**src/rtl/arc4_pkg.sv**
```systemverilog
// Shared ARC4 definitions: byte type, memory layout constants and the
// PRGA state encoding used by the pseudo-random generation stage.
package arc4_pkg;

  typedef logic [7:0] byte_t;

  // ct[0] / pt[0] hold the message length; the message follows it.
  localparam byte_t LEN_ADDR    = 8'd0;
  localparam int    MSG_MAX_LEN = 255;

  typedef enum logic [3:0] {
    PRGA_IDLE   = 4'd0,
    PRGA_RD_LEN = 4'd1,
    PRGA_WR_LEN = 4'd2,
    PRGA_RD_SI  = 4'd3,
    PRGA_CALC_J = 4'd4,
    PRGA_RD_SJ  = 4'd5,
    PRGA_CAP_SJ = 4'd6,
    PRGA_WR_I   = 4'd7,
    PRGA_WR_J   = 4'd8,
    PRGA_RD_PAD = 4'd9,
    PRGA_WR_PT  = 4'd10
  } prga_state_e;

endpackage

```
**src/rtl/prga_if.sv**
```systemverilog
// Start handshake plus the S, ciphertext and plaintext memory buses of the
// PRGA stage. master = the PRGA engine, slave = memories / controller.
interface prga_if;
  import arc4_pkg::*;

  logic  en;
  logic  rdy;
  byte_t s_addr;
  byte_t s_rddata;
  byte_t s_wrdata;
  logic  s_wren;
  byte_t ct_addr;
  byte_t ct_rddata;
  byte_t pt_addr;
  byte_t pt_wrdata;
  logic  pt_wren;

  modport master (
    input  en, s_rddata, ct_rddata,
    output rdy, s_addr, s_wrdata, s_wren, ct_addr, pt_addr, pt_wrdata, pt_wren
  );

  modport slave (
    output en, s_rddata, ct_rddata,
    input  rdy, s_addr, s_wrdata, s_wren, ct_addr, pt_addr, pt_wrdata, pt_wren
  );

endinterface

```
**src/rtl/prga.sv**
```systemverilog
// ARC4 pseudo-random generation and decryption. Walks the permuted S-box,
// swaps S[i]/S[j] per byte and XORs the pad byte with the ciphertext.
// Memory addresses and write enables are registered: each is loaded on the
// edge entering the state that presents it, so read data comes back in the
// following state. Plaintext writes depend on read data, so they are
// registered on leaving WR_LEN / WR_PT and land one cycle later.
module prga
  import arc4_pkg::*;
(
  input  logic      clk,
  input  logic      rst_n,
  prga_if.master    bus
);

  prga_state_e state, state_n;

  logic  rdy, rdy_n;
  byte_t s_addr, s_addr_n;
  byte_t s_wrdata, s_wrdata_n;
  logic  s_wren, s_wren_n;
  byte_t ct_addr, ct_addr_n;
  byte_t pt_addr, pt_addr_n;
  byte_t pt_wrdata, pt_wrdata_n;
  logic  pt_wren, pt_wren_n;

  byte_t i, i_n;
  byte_t j, j_n;
  byte_t k, k_n;
  byte_t len, len_n;

  // Datapath captures; only meaningful while a message is in flight.
  byte_t si, sj, c;
  logic  si_ld, sj_ld;

  assign bus.rdy       = rdy;
  assign bus.s_addr    = s_addr;
  assign bus.s_wrdata  = s_wrdata;
  assign bus.s_wren    = s_wren;
  assign bus.ct_addr   = ct_addr;
  assign bus.pt_addr   = pt_addr;
  assign bus.pt_wrdata = pt_wrdata;
  assign bus.pt_wren   = pt_wren;

  // State, control and registered memory-port outputs.
  always_ff @(posedge clk or negedge rst_n) begin
    if (!rst_n) begin
      state     <= PRGA_IDLE;
      rdy       <= 1'b0;
      s_addr    <= '0;
      s_wrdata  <= '0;
      s_wren    <= 1'b0;
      ct_addr   <= '0;
      pt_addr   <= '0;
      pt_wrdata <= '0;
      pt_wren   <= 1'b0;
      i         <= '0;
      j         <= '0;
      k         <= '0;
      len       <= '0;
    end else begin
      state     <= state_n;
      rdy       <= rdy_n;
      s_addr    <= s_addr_n;
      s_wrdata  <= s_wrdata_n;
      s_wren    <= s_wren_n;
      ct_addr   <= ct_addr_n;
      pt_addr   <= pt_addr_n;
      pt_wrdata <= pt_wrdata_n;
      pt_wren   <= pt_wren_n;
      i         <= i_n;
      j         <= j_n;
      k         <= k_n;
      len       <= len_n;
    end
  end

  // Capture S[i], S[j] and the ciphertext byte as they come back from memory.
  always_ff @(posedge clk) begin
    if (si_ld) begin
      si <= bus.s_rddata;
      c  <= bus.ct_rddata;
    end
    if (sj_ld) begin
      sj <= bus.s_rddata;
    end
  end

  // Next-state and next-output decode; values are those of the state entered.
  always_comb begin
    state_n     = state;
    rdy_n       = rdy;
    s_addr_n    = s_addr;
    s_wrdata_n  = s_wrdata;
    s_wren_n    = 1'b0;
    ct_addr_n   = ct_addr;
    pt_addr_n   = pt_addr;
    pt_wrdata_n = pt_wrdata;
    pt_wren_n   = 1'b0;
    i_n         = i;
    j_n         = j;
    k_n         = k;
    len_n       = len;
    si_ld       = 1'b0;
    sj_ld       = 1'b0;

    case (state)
      PRGA_IDLE: begin
        rdy_n = 1'b1;
        if (rdy && bus.en) begin
          rdy_n     = 1'b0;
          ct_addr_n = LEN_ADDR;
          i_n       = 8'd0;
          j_n       = 8'd0;
          k_n       = 8'd1;
          state_n   = PRGA_RD_LEN;
        end
      end

      PRGA_RD_LEN: begin
        state_n = PRGA_WR_LEN;
      end

      PRGA_WR_LEN: begin
        len_n       = bus.ct_rddata;
        pt_addr_n   = LEN_ADDR;
        pt_wrdata_n = bus.ct_rddata;
        pt_wren_n   = 1'b1;
        if (bus.ct_rddata == 8'd0) begin
          rdy_n   = 1'b1;
          state_n = PRGA_IDLE;
        end else begin
          i_n       = 8'd1;
          s_addr_n  = 8'd1;
          ct_addr_n = k;
          state_n   = PRGA_RD_SI;
        end
      end

      PRGA_RD_SI: begin
        state_n = PRGA_CALC_J;
      end

      PRGA_CALC_J: begin
        si_ld    = 1'b1;
        j_n      = j + bus.s_rddata;
        s_addr_n = j + bus.s_rddata;
        state_n  = PRGA_RD_SJ;
      end

      PRGA_RD_SJ: begin
        state_n = PRGA_CAP_SJ;
      end

      PRGA_CAP_SJ: begin
        sj_ld      = 1'b1;
        s_addr_n   = i;
        s_wrdata_n = bus.s_rddata;
        s_wren_n   = 1'b1;
        state_n    = PRGA_WR_I;
      end

      PRGA_WR_I: begin
        s_addr_n   = j;
        s_wrdata_n = si;
        s_wren_n   = 1'b1;
        state_n    = PRGA_WR_J;
      end

      PRGA_WR_J: begin
        s_addr_n = si + sj;
        state_n  = PRGA_RD_PAD;
      end

      PRGA_RD_PAD: begin
        state_n = PRGA_WR_PT;
      end

      PRGA_WR_PT: begin
        pt_addr_n   = k;
        pt_wrdata_n = bus.s_rddata ^ c;
        pt_wren_n   = 1'b1;
        if (k == len) begin
          rdy_n   = 1'b1;
          state_n = PRGA_IDLE;
        end else begin
          k_n       = k + 8'd1;
          i_n       = i + 8'd1;
          s_addr_n  = i + 8'd1;
          ct_addr_n = k + 8'd1;
          state_n   = PRGA_RD_SI;
        end
      end

      default: begin
        rdy_n   = 1'b0;
        state_n = PRGA_IDLE;
      end
    endcase
  end

endmodule

```
**src/flat_wrapper.sv**
```systemverilog
// flat-port wrapper written by rule: the top's interface ports become plain ports
module prga_flat import arc4_pkg::*;
  (clk, rst_n, bus_en, bus_s_rddata, bus_ct_rddata, bus_rdy, bus_s_addr, bus_s_wrdata, bus_s_wren, bus_ct_addr, bus_pt_addr, bus_pt_wrdata, bus_pt_wren);
  prga_if bus_i ();
  input  logic clk;
  input  logic rst_n;
  input wire logic [$bits(bus_i.en)-1:0] bus_en;
  input wire logic [$bits(bus_i.s_rddata)-1:0] bus_s_rddata;
  input wire logic [$bits(bus_i.ct_rddata)-1:0] bus_ct_rddata;
  output wire logic [$bits(bus_i.rdy)-1:0] bus_rdy;
  output wire logic [$bits(bus_i.s_addr)-1:0] bus_s_addr;
  output wire logic [$bits(bus_i.s_wrdata)-1:0] bus_s_wrdata;
  output wire logic [$bits(bus_i.s_wren)-1:0] bus_s_wren;
  output wire logic [$bits(bus_i.ct_addr)-1:0] bus_ct_addr;
  output wire logic [$bits(bus_i.pt_addr)-1:0] bus_pt_addr;
  output wire logic [$bits(bus_i.pt_wrdata)-1:0] bus_pt_wrdata;
  output wire logic [$bits(bus_i.pt_wren)-1:0] bus_pt_wren;
  assign bus_i.en = bus_en;
  assign bus_i.s_rddata = bus_s_rddata;
  assign bus_i.ct_rddata = bus_ct_rddata;
  assign bus_rdy = bus_i.rdy;
  assign bus_s_addr = bus_i.s_addr;
  assign bus_s_wrdata = bus_i.s_wrdata;
  assign bus_s_wren = bus_i.s_wren;
  assign bus_ct_addr = bus_i.ct_addr;
  assign bus_pt_addr = bus_i.pt_addr;
  assign bus_pt_wrdata = bus_i.pt_wrdata;
  assign bus_pt_wren = bus_i.pt_wren;
  prga u_core (.clk(clk), .rst_n(rst_n), .bus(bus_i));
endmodule
```
**config.mk**
```make
export PLATFORM = sky130hd
export DESIGN_NAME = prga_flat
export DESIGN_NICKNAME = d
export VERILOG_FILES = /design/src/rtl/arc4_pkg.sv /design/src/rtl/prga_if.sv /design/src/rtl/prga.sv /design/src/flat_wrapper.sv
export SDC_FILE = /design/constraint.sdc
export NUM_CORES = 1
export LEC_CHECK = 0
export BUFFER_PORTS_ARGS = -buffer_cell sky130_fd_sc_hd__buf_2
export CAP_MARGIN = 15
export CORE_MARGIN = 2
export CORE_UTILIZATION = 59
export DETAILED_ROUTE_END_ITERATION = 10
export GPL_ROUTABILITY_DRIVEN = 0
export PLACE_DENSITY = 0.77
export SLEW_MARGIN = 20
export SYNTH_ARGS = -nofsm -noshare
export SYNTH_HDL_FRONTEND = slang
export SYNTH_SLANG_ARGS = --single-unit
```
**constraint.sdc**
```tcl
create_clock -name clk -period 2.6 [get_ports clk]
set_clock_uncertainty 0.05 [all_clocks]
set_input_delay 0.13 -clock clk [delete_from_list [all_inputs] [get_ports clk]]
set_output_delay 0.13 -clock clk [all_outputs]
set_load 0.02 [all_outputs]
```
; ---- After elaboration in Yosys (flattened, before gate mapping)
; Index checks and enable logic that the tools add are counted.
; Widths: inputs -> output; s select.
[totals]
ff_bits = 103
inputBits = 19
output_inout_bits = 43
[op_classes]
n_bitwise = 2
n_mux = 26
n_eq_ne = 16
n_reduce_logical = 17
n_addsub = 4
[op_table]
columns = op, count
row1 = $pmux 8 s2, 5
row2 = $mux 8, 6
row3 = $pmux 8 s3, 2
row4 = $pmux 8 s6, 1
row5 = $pmux 4 s11, 1
row6 = $add 8x1->8 const B, 2
row7 = $add 8x8->8, 2
row8 = $eq 4x3->1 const B, 4
row9 = $eq 4x4->1 const B, 3
row10 = $reduce_and 3->1, 3
row11 = $eq 4x2->1 const B, 2
row12 = $eq 8x8->1, 1
row13 = $logic_not 8->1, 1
row14 = $reduce_bool 2->1, 4
row15 = $reduce_or 8->1, 1
row16 = $xor 8x8->8, 1
row17 = $mux 1, 7
row18 = $ne 2x1->1 const B, 3
row19 = $reduce_bool 6->1, 1
row20 = $eq 4x1->1 const B, 1
row21 = $logic_not 4->1, 1
row22 = $mux 2, 2
row23 = $mux 4, 1
row24 = $ne 2x2->1 const B, 2
row25 = other kinds (7), 8

; ---- Longest topological paths before layout
[depth]
word_depth = 4
depth_mapped = 9
mapped_depth_nobuf = 8

; ---- Worst setup path before layout
; No wires, ideal clock.
[synth_path]
kind = register -> register
startpoint = register u_core.j[0]
endpoint = register u_core.s_addr[6] (netlist: u_core.bus.s_addr[6])
arrival_ns = 2.072
synth_period_minus_slack_ns = 2.262
path_slack_ns = 0.338
path_stages_with_launch = 9
n_path_buf = 0
setup_time_ns = 0.140
t_required_ns = 2.410
path_cell_list = dfrtp_1 ha_1 fa_1 a21oi_1 o21ai_0 and4b_1 or3b_1 a211oi_1 o21ai_0
[synth_between]
elab_chain_cells = 2
[synth_lines]
columns = element, line
row1 = "start, declared", prga.sv:27  ; byte_t j, j_n;
row2 = "start signal, assigned", prga.sv:71  ; j <= j_n;
row3 = $add 8x8->8, prga.sv:146  ; s_addr_n = j + bus.s_rddata;
row4 = $pmux 8 s6, prga.sv:106  ; case (state)
row5 = "end signal, assigned", prga.sv:63  ; s_addr <= s_addr_n;
row6 = "end, declared", prga.sv:18  ; byte_t s_addr, s_addr_n;
; No other way between the ends.
; A chain may end at the register's enable or synchronous reset.

; ---- Worst setup path after layout
[layout_path]
startpoint = register u_core.state[1]
endpoint = register u_core.k[5]
[layout_between]
elab_chain_cells = 3
[layout_lines]
columns = element, line
row1 = "start, declared", prga.sv:15  ; prga_state_e state, state_n;
row2 = "start signal, assigned", prga.sv:61  ; state <= state_n;
row3 = $eq 4x4->1 or $logic_not 4->1 (tied branches), prga.sv:106
row4 = $ne 2x2->1 (no line) (tied with other cells), -
row5 = $reduce_and 3->1 (no line), -
row6 = "end signal, assigned", prga.sv:72  ; k <= k_n;
row7 = "end, declared", prga.sv:28  ; byte_t k, k_n;
; Parallel ways exist; a longest one is shown, timed or not.

==> impl_metrics.csv <==
group,metric,value,unit
routing,remaining_drc_errors,0,
layout,multi_input_area,2540,um^2
pwr,combPwrFrac,47.8,%
layout,finalCoreUtilization,70.0,%
synthesis,synth_warnings,0,
synthesis,yosysUniqueCellTypes,61,
pwr,vdd.ir_drop.worst,0.000528,V
worst_setup_path,setup.worst_path.end_class,"register",
timing,min_period,2.44,ns
global_route,pin_count_of_the_biggest_net_entering_global_routing,80,
timing,setup_viol_count_final,0,
synthesis,yosysSeqAreaShare,49.9,%
floorplan,number_of_ports_placed_on_the_die_boundary,62,
timing,rsz0062_at_grt,"no",
global_route,grt_pass1_wl,21400,um
global_route,antenna_found_initial,0,
pwr,p_seq_share,37.6,%
pwr,switching_power_summed_over_all_nets,3.03,mW
synthesis,postSynthRegisterBits,103,
routing,dr_total_vias,4445,
clock_tree,clock_insertion_delay_worst_skew,0.38,ns
floorplan,core_area,8810,um^2
clock_tree,tritoncts,"done",
timing,finalWorstSetupSlack,0.161,ns
timing,total_negative_slack_for_setup_checks,0,ns
pwr,cellPowerDensity,1090,nW/um^2
clock_tree,ctsRootBufferMaster,"clkbuf_8",
floorplan,effective_utilization_at_floorplan,61.4,%
timing,achievable-frequency,410,MHz
floorplan,dieArea,9940,um^2
layout,layout.filler_cells,680,
worst_setup_path,crit_fanout,18,
timing,max-slew-margin-rel,50.0,%
worst_setup_path,critPathRequiredTime,2.83,ns
job,max_cap_violations,0,
floorplan,number_of_core_rows,34,
worst_setup_path,critical_path_class,"reg -> reg",
worst_setup_path,timing.critical_path.from_type,"register",
place,pre_cts_slack,0.178,ns
synthesis,postSynthNetCount,572,
routing,vias_per_cell,6.17,
global_route,vias_in_the_first_global_route,4214,
clock_tree,htreeDepth,3,
global_route,grt_usage,27.5,%
layout,fin_nets,645,
place,dp_hpwl,9240,um
clock_tree,cts.sinks,103,
synthesis,number_of_enable_type_register_cells_in_the_synthesized_netlist,24,
routing,drt-initial-drc-count,343,
timing,worst_slew_pin_slew,0.750,ns
layout,num_antenna_cells,0,
place,numPortBuffers,61,
timing,slew_violations,0,
timing,min_period_over_period,93.8,%
floorplan,die_h,99.7,um
layout,final-seq-area,2700,um^2
pwr,power.share.switching,45.0,%
timing,hold_viol,0,
synthesis,ys_async_sr_fraction,76.7,%
pwr,leakagePower,2.87,nW
min_path,worstHoldPathType,"in -> reg",
routing,detail_route.first_pass.iterations,5,
synthesis,number_of_instances_in_the_synthesized_netlist,535,
clock_tree,cts.clk_slew.worst_paths,0.11,ns
synthesis,ys.flop_type,"dfrtp_1",
routing,wl_per_cell,18.4,um
clock_tree,clk_path_buf_depth,2,
routing,wirelength,13300,um
routing,ant_nets,0,
synthesis,syn-mean-instance-area,10.1,um^2
clock_tree,cts_buffers,9,
pwr,cellInternalPower,3.71,mW
worst_setup_path,cp_data_arrival_time,2.67,ns
layout,drive_above_1_share,17.8,%
global_route,grt.overflow.total,0,
layout,syn_to_final_growth,14.1,%
pwr,p_clk_share,14.6,%
status,run_status,"finished, final reports clean",
synthesis,synthesis.area,5400,um^2
floorplan,dieWidth,99.7,um
worst_setup_path,regToRegSetupSlack,0.16,ns
## synthesized netlist by cell type, types with 3 or more instances
library cell  instances  share of area [%]
nand2_1              82                5.7
dfrtp_1              79                 37
nor2_1               35                2.4
o21ai_0              34                3.1
xor2_1               25                4.1
edfxtp_1             24                 13
a21oi_1              20                1.9
ha_1                 16                3.7
nand2b_1             14                1.6
o21ai_1              13                1.2
a22o_1               11                1.8
buf_2                11                1.0
clkbuf_1             11               0.76
nand3_1              11                1.0
a211oi_1             10                1.4
a21o_1               10                1.4
a22oi_1              10                1.4
mux2i_1              10                1.9
o31ai_1               9                1.3
xnor2_1               9                1.5
and3_1                8               0.93
inv_1                 7               0.49
nor2b_1               6               0.69
nor4_1                6               0.69
a221oi_1              4               0.65
a31oi_1               4               0.46
buf_1                 4               0.28
o22ai_1               4               0.46
o31ai_2               4               0.93
nor3_1                3               0.28
nor3b_1               3               0.42
o21bai_1              3               0.42
## sequential cells by signal, indices dropped and copies added (netlist names)
name	count
u_core.bus.s_wren	1
u_core.i	8
u_core.len	8
u_core.bus.rdy	1
u_core.bus.pt_wrdata	8
u_core.bus.s_wrdata	8
u_core.si	8
u_core.bus.s_addr	8
u_core.bus.ct_addr	8
u_core.j	8
u_core.state	4
u_core.sj	8
u_core.c	8
u_core.k	8
u_core.bus.pt_addr	8
u_core.bus.pt_wren	1
## cells in the final DEF (no fill, tap or decap), types with 4 or more instances in the layout
master         count
a211oi_1          10
a21o_1            10
a21oi_1           20
a221oi_1           4
a22o_1            11
a22oi_1           10
a31oi_1            4
and3_1             8
buf_2             60
buf_4             16
clkbuf_8           9
dfrtp_1           79
dlygate4sd3_1     14
edfxtp_1          24
ha_1              16
inv_1              7
mux2i_1           10
nand2_1           82
nand2b_1          14
nand3_1           11
nor2_1            34
nor2b_1            6
nor4_1             6
o21ai_0           33
o21ai_1           14
o22ai_1            4
o31ai_1            9
o31ai_2            4
xnor2_1            9
xor2_1            25
## critical path, cell delays in order (launching register included)
cell	delay, ns
dfrtp_1	0.68
nand2b_1	0.28
nor2_2	0.35
buf_4	0.31
nand2_1	0.33
o31ai_1	0.34
## power groups by stage
stage / clock network (mW) / registers [mW] / logic, mW
4_1_cts: 0.999 / 2.53 / 3.18
3_3_place_gp: 0 / 2.53 / 3.06
5_1_grt: 1.06 / 2.60 / 3.53
2_1_floorplan: 0 / 2.65 / 2.11
6_report: 0.984 / 2.54 / 3.22
3_5_place_dp: 0 / 2.56 / 3.16
## routing by layer
metal | up-vias | track usage (%) | part of all wire, % | wire length [um]
li1 | 2068 | - | - | -
met1 | 2186 | 37.2 | 44 | 5850
met2 | 154 | 43.8 | 47 | 6310
met3 | 37 | 4.36 | 5.2 | 688
met4 | 0 | 12.9 | 3.3 | 444
met5 | - | 0 | 0 | 0
## metrics by stage
stage	hold WS (ns)	power (mW)	std cells	area, um^2
after global routing	0.00620	7.19	721	6160
after CTS	0.00489	6.71	721	6160
after detailed placement	0.292	5.72	691	5830
final	0.0111	6.74	721	6160
after global placement	0.290	5.60	691	5830
after floorplan	-0.216	4.76	535	5400
## cells by family (layout without fill, tap and decap cells)
family	count (synthesis)	in the layout	synth area share, %
multiplexers	11	11	2.06
adder cells (fa/ha/maj)	18	18	4.45
AO/OA/AOI/OAI	149	149	18.7
buffers and inverters	38	116	3.20
XOR/XNOR	34	34	5.51
AND/OR/NAND/NOR	182	182	16.2
flip-flops	103	103	49.9
## area by class of cell
type / count / share of cell area (%)
Inverter: 9 / 0.548
Clock inverter: 7 / 1.08
Multi-Input combinational cell: 394 / 41.1
Clock buffer: 9 / 2.01
Timing Repair Buffer: 91 / 9.28
Tap cell: 108 / 2.19
Sequential cell: 103 / 43.8
## repair_timing
action,CTS,global route
buffers inserted,0,0
setup endpoints to repair,0,8
endpoints found under the hold margin,113,0
resized for setup,0,2
hold buffers,14,0
## path summary, 6_finish.rpt
path / start / endpoint / cells past startpoint
setup / recovery: u_core.state[1] / u_core.k[5] / 5
min in group asynchronous: rst_n / u_core.bus.s_wren / 2
setup reg to reg: u_core.state[1] / u_core.k[5] / 5
max in group asynchronous: rst_n / u_core.k[7] / 2
hold / removal: bus_s_rddata[7] / u_core.si[7] / 1
hold reg to reg: u_core.bus.s_wrdata[2] / u_core.bus.s_wrdata[2] / 2
Note: power is estimated with default switching activity, not from simulation.
